## src/rtl/serial_subtractor_pkg.sv

```systemverilog
// Shared types and defaults for the bit-serial subtractor.
// Optional zero flag output is enabled by SERIAL_SUBTRACTOR_ZERO_FLAG_EN.
package serial_subtractor_pkg;

    localparam int unsigned DATA_WIDTH_DEFAULT = 8;

    typedef enum logic [1:0] {
        IDLE,
        SHIFT,
        DONE
    } state_e;

endpackage

```

## src/rtl/serial_subtractor_full_subtractor.sv

```systemverilog
// One-bit full subtractor: d = a - b - bin, with borrow out.
module Full_Subtractor (
    input  logic a,
    input  logic b,
    input  logic bin,
    output logic d,
    output logic bout
);

    assign d    = a ^ b ^ bin;
    assign bout = (~a & b) | (~(a ^ b) & bin);

endmodule

```

## src/rtl/serial_subtractor.sv

```systemverilog
// Bit-serial unsigned subtractor, LSB first, one bit per clock.
// Define SERIAL_SUBTRACTOR_ZERO_FLAG_EN to add the Zero_Out result flag.
module serial_subtractor
    import serial_subtractor_pkg::*;
#(
    parameter int unsigned DATA_WIDTH = DATA_WIDTH_DEFAULT
) (
    input  logic                  Clock_In,
    input  logic                  Reset_n_In,
    input  logic                  Start_In,
    input  logic [DATA_WIDTH-1:0] Data_A_In,
    input  logic [DATA_WIDTH-1:0] Data_B_In,
    output logic                  Busy_Out,
    output logic                  Done_Out,
    output logic [DATA_WIDTH-1:0] Difference_Out,
    output logic                  Borrow_Out
`ifdef SERIAL_SUBTRACTOR_ZERO_FLAG_EN
    ,
    output logic                  Zero_Out
`endif
);

    localparam int unsigned CNT_W = $clog2(DATA_WIDTH) + 1;
    localparam logic [CNT_W-1:0] LAST_BIT = CNT_W'(DATA_WIDTH - 1);

    state_e                state_q;
    logic [DATA_WIDTH-1:0] a_q;
    logic [DATA_WIDTH-1:0] b_q;
    logic [DATA_WIDTH-2:0] res_q;
    logic [CNT_W-1:0]      cnt_q;
    logic                  borrow_q;

    logic                  fs_d;
    logic                  fs_bout;
    logic [DATA_WIDTH-1:0] res_next;

    // Result bits enter at the MSB end so the full word is aligned after the last bit.
    assign res_next = {fs_d, res_q};

    Full_Subtractor u_full_subtractor (
        .a    (a_q[0]),
        .b    (b_q[0]),
        .bin  (borrow_q),
        .d    (fs_d),
        .bout (fs_bout)
    );

    always_ff @(posedge Clock_In or negedge Reset_n_In) begin
        if (!Reset_n_In) begin
            state_q        <= IDLE;
            a_q            <= '0;
            b_q            <= '0;
            res_q          <= '0;
            cnt_q          <= '0;
            borrow_q       <= 1'b0;
            Busy_Out       <= 1'b0;
            Done_Out       <= 1'b0;
            Difference_Out <= '0;
            Borrow_Out     <= 1'b0;
`ifdef SERIAL_SUBTRACTOR_ZERO_FLAG_EN
            Zero_Out       <= 1'b0;
`endif
        end else begin
            Done_Out <= 1'b0;
            case (state_q)
                IDLE: begin
                    if (Start_In) begin
                        a_q      <= Data_A_In;
                        b_q      <= Data_B_In;
                        borrow_q <= 1'b0;
                        cnt_q    <= '0;
                        Busy_Out <= 1'b1;
                        state_q  <= SHIFT;
                    end
                end
                SHIFT: begin
                    a_q      <= a_q >> 1;
                    b_q      <= b_q >> 1;
                    res_q    <= res_next[DATA_WIDTH-1:1];
                    borrow_q <= fs_bout;
                    cnt_q    <= cnt_q + CNT_W'(1);
                    if (cnt_q == LAST_BIT) begin
                        state_q        <= DONE;
                        Busy_Out       <= 1'b0;
                        Done_Out       <= 1'b1;
                        Difference_Out <= res_next;
                        Borrow_Out     <= fs_bout;
`ifdef SERIAL_SUBTRACTOR_ZERO_FLAG_EN
                        Zero_Out       <= (res_next == '0);
`endif
                    end
                end
                DONE: begin
                    state_q <= IDLE;
                end
                default: begin
                    state_q <= IDLE;
                end
            endcase
        end
    end

endmodule

```

## config.mk

```make
export PLATFORM = sky130hd
export DESIGN_NAME = serial_subtractor
export DESIGN_NICKNAME = d
export VERILOG_FILES = /design/src/rtl/serial_subtractor_pkg.sv /design/src/rtl/serial_subtractor_full_subtractor.sv /design/src/rtl/serial_subtractor.sv
export SDC_FILE = /design/constraint.sdc
export NUM_CORES = 1
export LEC_CHECK = 0
export CORE_UTILIZATION = 39
export DETAILED_ROUTE_END_ITERATION = 8
export PLACE_DENSITY = 0.59
export SETUP_SLACK_MARGIN = 0.5
export SLEW_MARGIN = 25
export SYNTH_ARGS = -nofsm -noshare
export SYNTH_HDL_FRONTEND = slang
export SYNTH_SLANG_ARGS = --single-unit
```

## constraint.sdc

```tcl
create_clock -name Clock_In -period 1.8 [get_ports Clock_In]
set_clock_uncertainty 0.2 [all_clocks]
set_input_delay 0.36 -clock Clock_In [delete_from_list [all_inputs] [get_ports Clock_In]]
set_output_delay 0.36 -clock Clock_In [all_outputs]
set_load 0.05 [all_outputs]
```

==> results.ini, run 1 <==
[pwr]
finalPower_mw = 5.630
power.density_nw_per_um2 = 1878
peakVddDrop_mv = 1.084
leakagePower_nw = 1.365

[floorplan]
die_w_um = 70.39
rows = 24
dieArea_sq_um = 4955
fp.coreArea_sq_um = 4414
dieHeight_um = 70.39
start_util_pct = 41.33
ios = 30

[layout]
nFillCells = 311
drive_gt1_share_pct = 41.95
fin_util_pct = 67.91
syn_to_final_growth_pct = 64.33
seq_area_sq_um = 1026
antenna_cells = 0
fin_cells = 288
design_area_sq_um = 2998
fin_nets = 257
multiInputGateArea_sq_um = 920.9

[worst_setup_path]
startpoint_type = flop
slowest_delay_ns = 0.43
crit_required_ns = 1.79
crit_type = reg2reg
worst_path_max_delay_cell = dfrtp_1
rr_startpoint = cnt_q[0]
cp.arrival_ns = 1.61
r2r-end = Difference_Out[7]
worst-path-buf-inv = 1
cp_cell_sequence = ha_4 > nand2_4 > nor3_4 > buf_4 > mux2_1
r2r_setup_slack_ns = 0.18
reg2reg_depth = 5
cpLargestDelayFamily = flip-flops
crit_fanout = 5
end_kind = flop

[synthesis]
synth_common_cells = 41 x dfrtp_1, 28 x nand2_1, 16 x a21oi_1, 16 x o21ai_0, 13 x a22oi_1
synth_warnings = 0
synth_area_per_cell_sq_um = 10.48
synth_cell_type_count = 31
syn-cell-area_sq_um = 1824
synth.top_cells.by_area = dfrtp_1 56%, nand2_1 5.8%, a22oi_1 5.3%
synth_edf_count = 0
ys_ff_latch = 41
yosys.area.top_type = dfrtp_1
synthesis.nets = 195
synth_top_area_share_pct = 56.24
synth_async_sr_flop_share_pct = 100.0
ys.flop_type = dfrtp_1
synth.most_common_cell = dfrtp_1
synth.yosys.seq_area_share_pct = 56.24
syn_inst = 174

[timing]
setup_slack_ns = 0.1790
drv_slew = 0
fin_crit_ns = 1.621
rsz0062_at_grt = true
max_slew.worst_pin.slew_ns = 0.2211
clock.fmax_mhz = 616.9
period_share_pct = 90.06
setup_tns_ns = 0
slew_headroom_pct = 85.03
hold_viol_final = 0
setup_viol = 0
whs_ns = 0.2819

[cts]
cts_tree = yes
clk_pin_slew_ns = 0.08
clock_path_buffers = 2
root_buffer = clkbuf_8
htreeDepth = 2
clk_latency_ns = 0.30
cts_sinks = 41
cts_buffers = 5

[routing]
wl_per_cell_um = 15.51
drt-total-wl_um = 4467
via_per_inst = 5.267
route.detailed.drc = 0
drtPass1Iterations = 4
drtIter0Drc = 54
vias = 1517
postRouteAntennaNets = 0

[status]
status = finished, final reports clean

[placed_design]
post-place-cells = 258
hpwl_um = 2514
portBuffers = 29
post_dp_cell_area_sq_um = 2336
pre_cts_ws_ns = -0.02243
place_congestion = 0.7693

[min_path]
hold_end = res_q[0]
hp-start = res_q[0]
hold_path_depth = 2
hp-class = reg2reg

[job]
maxCapViolCount = 0

[global_route]
grt_use_total_pct = 19.40
grt_pass1_vias = 1498
antenna_found_initial = 0
grt_pass1_wl_um = 7369
grt_max_degree = 42
overflow = 0

-- tightest hold or removal path: stages (launching register included) --
cell and delay, ns:
dfrtp_1 0.35, nand2_1 0.05, nand2_1 0.05
-- sequential cells by signal (all words and copies together), names as in the netlist --
signal	flops
Borrow_Out	1
Busy_Out	1
Difference_Out	8
Done_Out	1
a_q	8
b_q	8
borrow_q	1
cnt_q	4
res_q	7
state_q	2
-- power by group --
part           total [mW]  leakage, nW  switching [mW]  internal (mW)
clock network       0.721       0.0540           0.318          0.403
logic                3.21        0.787            1.40           1.80
registers            1.70        0.525           0.395           1.31
-- logic make-up after synthesis --
group | Yosys count | synth area share [%]
compound gates | 53 | 17.35
simple gates | 52 | 14.27
flops | 41 | 56.24
fa+ha+maj | 2 | 1.783
buf+inv | 16 | 4.252
mux | 10 | 6.104
-- routing by layer --
layer	track usage, %	vias up	part of all wire [%]
met1	26.38	755	46
li1	-	730	-
met2	30.05	25	49
met5	0	-	0
met3	5.339	7	3.5
met4	6.000	0	1.2
-- cell usage in the layout, fill, tap and decap left out, types with 2 or more instances in the layout --
cell	synthesis	layout
mux2_1	7	2
nand2_1	28	21
mux2_4	0	6
buf_4	1	16
and2b_1	6	6
clkbuf_8	0	5
a22oi_2	0	11
nor2b_4	0	2
buf_6	1	11
buf_12	0	16
nor2_1	2	2
a22oi_1	13	2
inv_1	5	4
buf_16	0	3
o21ai_1	2	16
nand2_2	0	4
nor2b_1	10	8
a21oi_2	0	12
clkdlybuf4s50_1	0	16
a21oi_1	16	4
nand3_1	2	2
dfrtp_1	41	41
a22o_1	2	2
nand2_4	0	3
-- what timing repair did --
| action | 4_1_cts | 5_1_grt |
|---|---|---|
| hold buffers | 1 | 0 |
| buffers inserted | 14 | 3 |
| pin swaps | 18 | 31 |
| setup endpoints to repair | 49 | 51 |
| resized for setup | 62 | 26 |
| hold endpoints to repair | 41 | 0 |
| gates cloned | 5 | 0 |
-- worst max path at each step --
| stage | startpoint | endpoint | slack [ns] | cells after the start |
|---|---|---|---|---|
| 2_1_floorplan | cnt_q[0] | Difference_Out[0] | 0.23 | 5 |
| 3_3_place_gp | Start_In | b_q[4] | 0.03 | 5 |
| 3_5_place_dp | Start_In | b_q[4] | -0.02 | 5 |
| 4_1_cts | cnt_q[0] | Difference_Out[5] | 0.15 | 5 |
| 5_1_grt | cnt_q[0] | Difference_Out[7] | 0.10 | 5 |
| 6_report | cnt_q[0] | Difference_Out[7] | 0.18 | 5 |
-- cell type report --
| class | instances | share of cell area, % |
|---|---|---|
| Multi-Input combinational cell | 117 | 30.72 |
| Timing Repair Buffer | 66 | 28.80 |
| Sequential cell | 41 | 34.22 |
| Inverter | 5 | 0.6260 |
| Clock inverter | 2 | 1.169 |
| Tap cell | 52 | 2.170 |
| Clock buffer | 5 | 2.295 |
Note: power is estimated with default switching activity, not from simulation.
==> run 2: changes to the inputs <==
--- a/config.mk
+++ b/config.mk
@@ -7,9 +7,9 @@
 export LEC_CHECK = 0
 export CORE_UTILIZATION = 39
 export DETAILED_ROUTE_END_ITERATION = 8
-export PLACE_DENSITY = 0.59
+export GPL_TIMING_DRIVEN = 0
+export PLACE_DENSITY = 0.6
 export SETUP_SLACK_MARGIN = 0.5
-export SLEW_MARGIN = 25
 export SYNTH_ARGS = -nofsm -noshare
 export SYNTH_HDL_FRONTEND = slang
 export SYNTH_SLANG_ARGS = --single-unit
==> run 2 against run 1 <==
Compared with the run above: the run now ends with hold timing left; count of clock-buffer cells in the layout is 2 higher; via count is 0.13% lower; utilization down 6.9 points; combinational power is 25% lower; final area decreased by 10%; fmax shrank 1.6%; routed wire length down 3.5%; critical path depth grew 3; worst hold slack worse by 0.29 ns.
==> results.ini, run 2 (synthesized netlist as in run 1, its figures left out) <==
[status]
status = finished, violations left  ; was finished, final reports clean
violations = hold timing

[floorplan]
die_w_um = 70.39  ; unchanged
dieArea_sq_um = 4955  ; unchanged
dieHeight_um = 70.39  ; unchanged
fp.coreArea_sq_um = 4414  ; unchanged
start_util_pct = 41.33  ; unchanged
ios = 30  ; unchanged
rows = 24  ; unchanged

[global_route]
overflow = 0  ; unchanged
top_usage_layer = met2  ; unchanged
use_met1_pct = 25.23  ; was 26.38%
grt_util_met2_pct = 27.30  ; was 30.05%
grtUsageMet3_pct = 5.051  ; was 5.339%
grt_pass1_vias = 1429  ; was 1498
grt_max_degree = 42  ; unchanged
antenna_found_initial = 0  ; unchanged
grt_pass1_wl_um = 6955  ; was 7369 um
grt_use_total_pct = 18.32  ; was 19.40%

[timing]
setup_viol = 0  ; unchanged
fin_crit_ns = 1.648  ; was 1.621 ns
slew_headroom_pct = 39.96  ; was 85.03%
drv_slew = 0  ; unchanged
max_slew.worst_pin.slew_ns = 0.9006  ; was 0.2211 ns
rsz0062_at_grt = true  ; unchanged
whs_ns = -0.008823  ; was 0.2819 ns
clock.fmax_mhz = 606.9  ; was 616.9 MHz
period_share_pct = 91.54  ; was 90.06%
setup_tns_ns = 0  ; unchanged
hold_viol_final = 7  ; was 0

[cts]
clk_pin_slew_ns = 0.08  ; about the same
root_buffer = clkbuf_8  ; unchanged
cts_tree = yes  ; unchanged
clk_latency_ns = 0.29  ; was 0.30 ns
clock_path_buffers = 2  ; unchanged
cts_sinks = 41  ; unchanged
cts_buffers = 5  ; unchanged
htreeDepth = 2  ; unchanged

[layout]
syn_to_final_growth_pct = 47.53  ; was 64.33%
final_cell_mix = 40 x dfrtp_1, 27 x nand2_1, 22 x buf_4, 21 x buf_6  ; was 41 x dfrtp_1, 21 x nand2_1
top_regs = Difference_Out (8), a_q (8), b_q (8)  ; unchanged
nFillCells = 364  ; was 311
fin_nets = 258  ; was 257
drive_gt1_share_pct = 33.61  ; was 41.95%
multiInputGateArea_sq_um = 818.3  ; was 920.9 sq um
seq_area_sq_um = 1027  ; was 1026 sq um
antenna_cells = 0  ; unchanged
fin_util_pct = 60.97  ; was 67.91%
final_common_cell = dfrtp_1  ; unchanged

[worst_setup_path]
reg2reg_depth = 8  ; was 5
startpoint_type = flop  ; unchanged
crit_fanout = 5  ; unchanged
end_kind = flop  ; unchanged
crit_required_ns = 1.82  ; was 1.79 ns
crit_type = reg2reg  ; unchanged
cp.arrival_ns = 1.67  ; was 1.61 ns

[placed_design]
hpwl_um = 2557  ; was 2514 um
place_congestion = 0.7342  ; was 0.7693
portBuffers = 29  ; unchanged

[pwr]
finalPower_mw = 4.699  ; was 5.630 mW
peakVddDrop_mv = 0.8417  ; was 1.084 mV
power.density_nw_per_um2 = 1746  ; was 1878 nW/um^2
leakagePower_nw = 1.280  ; was 1.365 nW

[routing]
vias = 1515  ; was 1517
wl_per_cell_um = 14.86  ; was 15.51 um
drtIter0Drc = 90  ; was 54
drtPass1Iterations = 4  ; unchanged
via_per_inst = 5.224  ; was 5.267
postRouteAntennaNets = 0  ; unchanged
route.detailed.drc = 0  ; unchanged
drt-total-wl_um = 4310  ; was 4467 um

[min_path]
hp-class = in2async  ; was reg2reg

[job]
maxCapViolCount = 0  ; unchanged

## run 2: cell types whose count changed in the layout (fill, tap and decap cells not counted), sizes merged
| cell | delta |
|---|---|
| clkbuf | +5 |
| bufbuf | -1 |
| bufinv | -1 |
| clkdlybuf4s15 | +1 |
| dlygate4sd2 | -1 |
| dlygate4sd3 | -1 |
## run 2: through the flow
| step | cells | cell area, sq um | worst slack [ns] |
|---|---|---|---|
| 2_1_floorplan | 174 | 1829 | 0.2283 |
| 3_3_place_gp | 255 | 2185 | -0.8085 |
| 3_5_place_dp | 255 | 2180 | -0.3930 |
| 4_1_cts | 278 | 2565 | 0.1495 |
| 5_1_grt | 290 | 2691 | 0.07846 |
| 6_report | 290 | 2691 | 0.1522 |
## run 2: layout make-up
class                      instances  area share, %
buffer                            11          3.952
sequential                        41          38.17
inverter                           5         0.6974
tap                               52          2.417
clock buffer                       7          3.580
multi-input combinational        117          30.40
clock inverter                     1         0.1860
timing repair buffer              56          20.60
## run 2: critical path, stage by stage (launching register included)
cell and delay (ns):
dfrtp_1 0.41, buf_4 0.14, buf_4 0.12, nor2b_1 0.13
buf_4 0.18, buf_6 0.10, buf_8 0.10, a21oi_1 0.07
o21ai_1 0.13
## run 2: what timing repair did
item                                    CTS  global route
hold buffers                              0             0
endpoints found under the setup margin   52            51
gates resized for setup                 122            26
buffers inserted                         13            12
pin swaps                                 9            11
cloned                                    2             0
## run 2: per-layer routing
| metal | part of all wire (%) | routed length [um] |
|---|---|---|
| met4 | 1.1 | 47 |
| met5 | 0 | 0 |
| met3 | 3.5 | 149 |
| met2 | 48 | 2064 |
| met1 | 48 | 2049 |
## run 2: path summary, 6_finish.rpt
| check | slack (ns) | to | from |
|---|---|---|---|
| worst min-delay path | -0.009 | Difference_Out[0] | Reset_n_In |
| max in group asynchronous | 0.78 | state_q[0] | Reset_n_In |
| worst max register to register | 0.15 | a_q[6] | state_q[1] |
| worst max-delay path | 0.15 | a_q[6] | state_q[1] |
| min in group Clock_In | 0.27 | res_q[0] | res_q[0] |
| worst min register to register | 0.27 | res_q[0] | res_q[0] |
## run 2: report_power, final
group	leakage [nW]	internal (mW)	switching (mW)	total [mW]
combinational	0.702	1.18	1.22	2.41
sequential	0.524	1.31	0.321	1.63
clock	0.0542	0.347	0.311	0.657
==> run 3: changes to the inputs <==
--- a/config.mk
+++ b/config.mk
@@ -8,7 +8,7 @@
 export CORE_UTILIZATION = 39
 export DETAILED_ROUTE_END_ITERATION = 8
 export GPL_TIMING_DRIVEN = 0
-export PLACE_DENSITY = 0.6
+export PLACE_DENSITY = 0.63
 export SETUP_SLACK_MARGIN = 0.5
 export SYNTH_ARGS = -nofsm -noshare
 export SYNTH_HDL_FRONTEND = slang
==> constraint.sdc (replaced) <==
create_clock -name Clock_In -period 1.5 [get_ports Clock_In]
set_clock_uncertainty 0.2 [all_clocks]
set_input_delay 0.3 -clock Clock_In [delete_from_list [all_inputs] [get_ports Clock_In]]
set_output_delay 0.3 -clock Clock_In [all_outputs]
set_load 0.05 [all_outputs]
==> run 3 against run 2 <==
Compared with the run above: via count rose by 4.0%; final area rose by 8.6%; critical path depth fell by 3; the flow finishes with violations (setup timing); register-to-register slack got worse by 0.29 ns; utilization rose by 5.2 points; sequential power rose by 25%; routed wire length rose by 13%; highest routed layer unchanged; worst hold slack improved by 0.30 ns; largest cell class unchanged; clock power rose by 14%; first-iteration DRC count fell by 44%.
==> results.ini, run 3 (synthesized netlist as in run 1, its figures left out) <==
[status]
status = finished, violations left  ; unchanged
violations = setup timing  ; was hold timing

[timing]
max_slew.worst_pin.slew_ns = 0.2633  ; was 0.9006 ns
setup_slack_ns = -0.1398  ; was 0.1522 ns
period_share_pct = 109.3  ; was 91.54%
slew_headroom_pct = 82.44  ; was 39.96%
whs_ns = 0.2948  ; was -0.008823 ns
hold_viol_final = 0  ; was 7
fin_crit_ns = 1.640  ; was 1.648 ns
setup_viol = 30  ; was 0
drv_slew = 0  ; unchanged
clock.fmax_mhz = 609.8  ; was 606.9 MHz
rsz0062_at_grt = true  ; unchanged

[worst_setup_path]
startpoint_type = flop  ; unchanged
cp_cell_sequence = ha_4 > nand2_4 > nor3_4 > buf_6 > mux2_4  ; was buf_4 > buf_4 > nor2b_1 > buf_4 > buf_6 > buf_8 > a21oi_1 > o21ai_1
cp.depth = 5  ; was 8
cpLargestDelayFamily = flip-flops  ; was buffers and inverters
r2r_setup_slack_ns = -0.14  ; was 0.15 ns
slowest_delay_ns = 0.41  ; about the same
worst_path_max_delay_cell = dfrtp_1  ; unchanged
crit_type = reg2reg  ; unchanged
cp.arrival_ns = 1.62  ; was 1.67 ns
critPathLaunch = cnt_q[1]  ; was state_q[1]
rr_startpoint = cnt_q[1]  ; was state_q[1]
crit_required_ns = 1.48  ; was 1.82 ns
crit_fanout = 5  ; unchanged
worst-path-buf-inv = 1  ; was 5
reg2reg_depth = 5  ; was 8
end_kind = flop  ; unchanged

[global_route]
grt_pass1_vias = 1645  ; was 1429
grt_use_total_pct = 21.20  ; was 18.32%
antenna_found_initial = 0  ; unchanged
overflow = 0  ; unchanged
grt_max_degree = 42  ; unchanged
grt_pass1_wl_um = 8155  ; was 6955 um

[min_path]
hp-class = in2async  ; unchanged

[routing]
drt-total-wl_um = 4874  ; was 4310 um
drtIter0Drc = 50  ; was 90
vias = 1575  ; was 1515
via_per_inst = 5.303  ; was 5.224
route.detailed.drc = 0  ; unchanged
postRouteAntennaNets = 0  ; unchanged
drtPass1Iterations = 4  ; unchanged
wl_per_cell_um = 16.41  ; was 14.86 um

[placed_design]
hpwl_um = 2702  ; was 2557 um
post_dp_cell_area_sq_um = 2298  ; was 2180 sq um
place_congestion = 0.7276  ; was 0.7342
post-place-cells = 256  ; was 255
portBuffers = 29  ; unchanged
pre_cts_ws_ns = -0.5459  ; was -0.3930 ns

[cts]
root_buffer = clkbuf_8  ; unchanged
cts_tree = yes  ; unchanged
cts_buffers = 5  ; unchanged
cts_sinks = 41  ; unchanged
clock_path_buffers = 2  ; unchanged
clk_pin_slew_ns = 0.09  ; was 0.08 ns
clk_latency_ns = 0.30  ; was 0.29 ns
htreeDepth = 2  ; unchanged

[layout]
fin_cells = 297  ; was 290
final_common_cell = dfrtp_1  ; unchanged
syn_to_final_growth_pct = 60.22  ; was 47.53%
final_cell_mix = 36 x dfrtp_1, 21 x buf_6, 21 x buf_4, 20 x nand2_1, 18 x o21ai_1  ; was 40 x dfrtp_1, 27 x nand2_1, 22 x buf_4, 21 x buf_6
top_regs = Difference_Out (8), a_q (8), b_q (8)  ; unchanged
design_area_sq_um = 2923  ; was 2691 sq um
drive_gt1_share_pct = 49.80  ; was 33.61%
antenna_cells = 0  ; unchanged
nFillCells = 337  ; was 364
fin_nets = 265  ; was 258

[pwr]
leakagePower_nw = 1.335  ; was 1.280 nW
power.density_nw_per_um2 = 2163  ; was 1746 nW/um^2
finalPower_mw = 6.321  ; was 4.699 mW
peakVddDrop_mv = 1.226  ; was 0.8417 mV

[floorplan]
ios = 30  ; unchanged
die_w_um = 70.39  ; unchanged
dieArea_sq_um = 4955  ; unchanged
start_util_pct = 41.33  ; unchanged
rows = 24  ; unchanged
dieHeight_um = 70.39  ; unchanged
fp.coreArea_sq_um = 4414  ; unchanged

[job]
maxCapViolCount = 0  ; unchanged

[run 3: worst paths after layout]
path                                endpoint
max                        Difference_Out[4]
max in group asynchronous           Done_Out
max reg2reg                Difference_Out[4]
min reg2reg                         res_q[0]
min                        Difference_Out[1]
min in group Clock_In               res_q[0]
[run 3: timing repair]
item | in CTS | in global routing
gates cloned | 2 | 0
hold endpoints to repair | 41 | 0
hold buffers | 1 | 0
pin swaps | 11 | 9
gates resized for setup | 135 | 14
buffers inserted | 16 | 14
setup endpoints to repair | 52 | 52
[run 3: metal layers]
layer | global-route usage [%] | wire length [um] | vias up
li1 | - | - | 739
met3 | 4.329 | 107 | 4
met1 | 27.31 | 2143 | 810
met5 | 0 | 0 | -
met2 | 35.45 | 2566 | 22
met4 | 7.111 | 57 | 0
[run 3: layout make-up]
type,instances,area [sq um],share of cell area (%)
clock buffers,5,68.82,2.354
well taps,52,65.06,2.226
repair buffers,63,626.9,21.45
inverters,5,18.77,0.6421
clock inverters,3,21.27,0.7277
plain buffers,11,138.9,4.752
flip-flops and latches,41,1032,35.32
multi-input cells,117,950.9,32.53
[run 3: power by group]
group / internal [mW] / switching, mW
combinational: 1.83 / 1.69
clock: 0.331 / 0.419
sequential: 1.58 / 0.463
total: 3.75 / 2.58
[run 3: metrics by stage]
step	TNS, ns	util (%)
floorplan	-0.5018	-
global placement	-55.70	51.73
detailed placement	-11.85	52.07
CTS	-1.422	63.12
global route	-4.226	66.21
finish	-2.040	66.21
[run 3: worst register-to-register path, stage by stage (launching register included)]
cell,delay [ns]
dfrtp_1,0.41
ha_4,0.17
nand2_4,0.05
nor3_4,0.20
buf_6,0.18
mux2_4,0.31
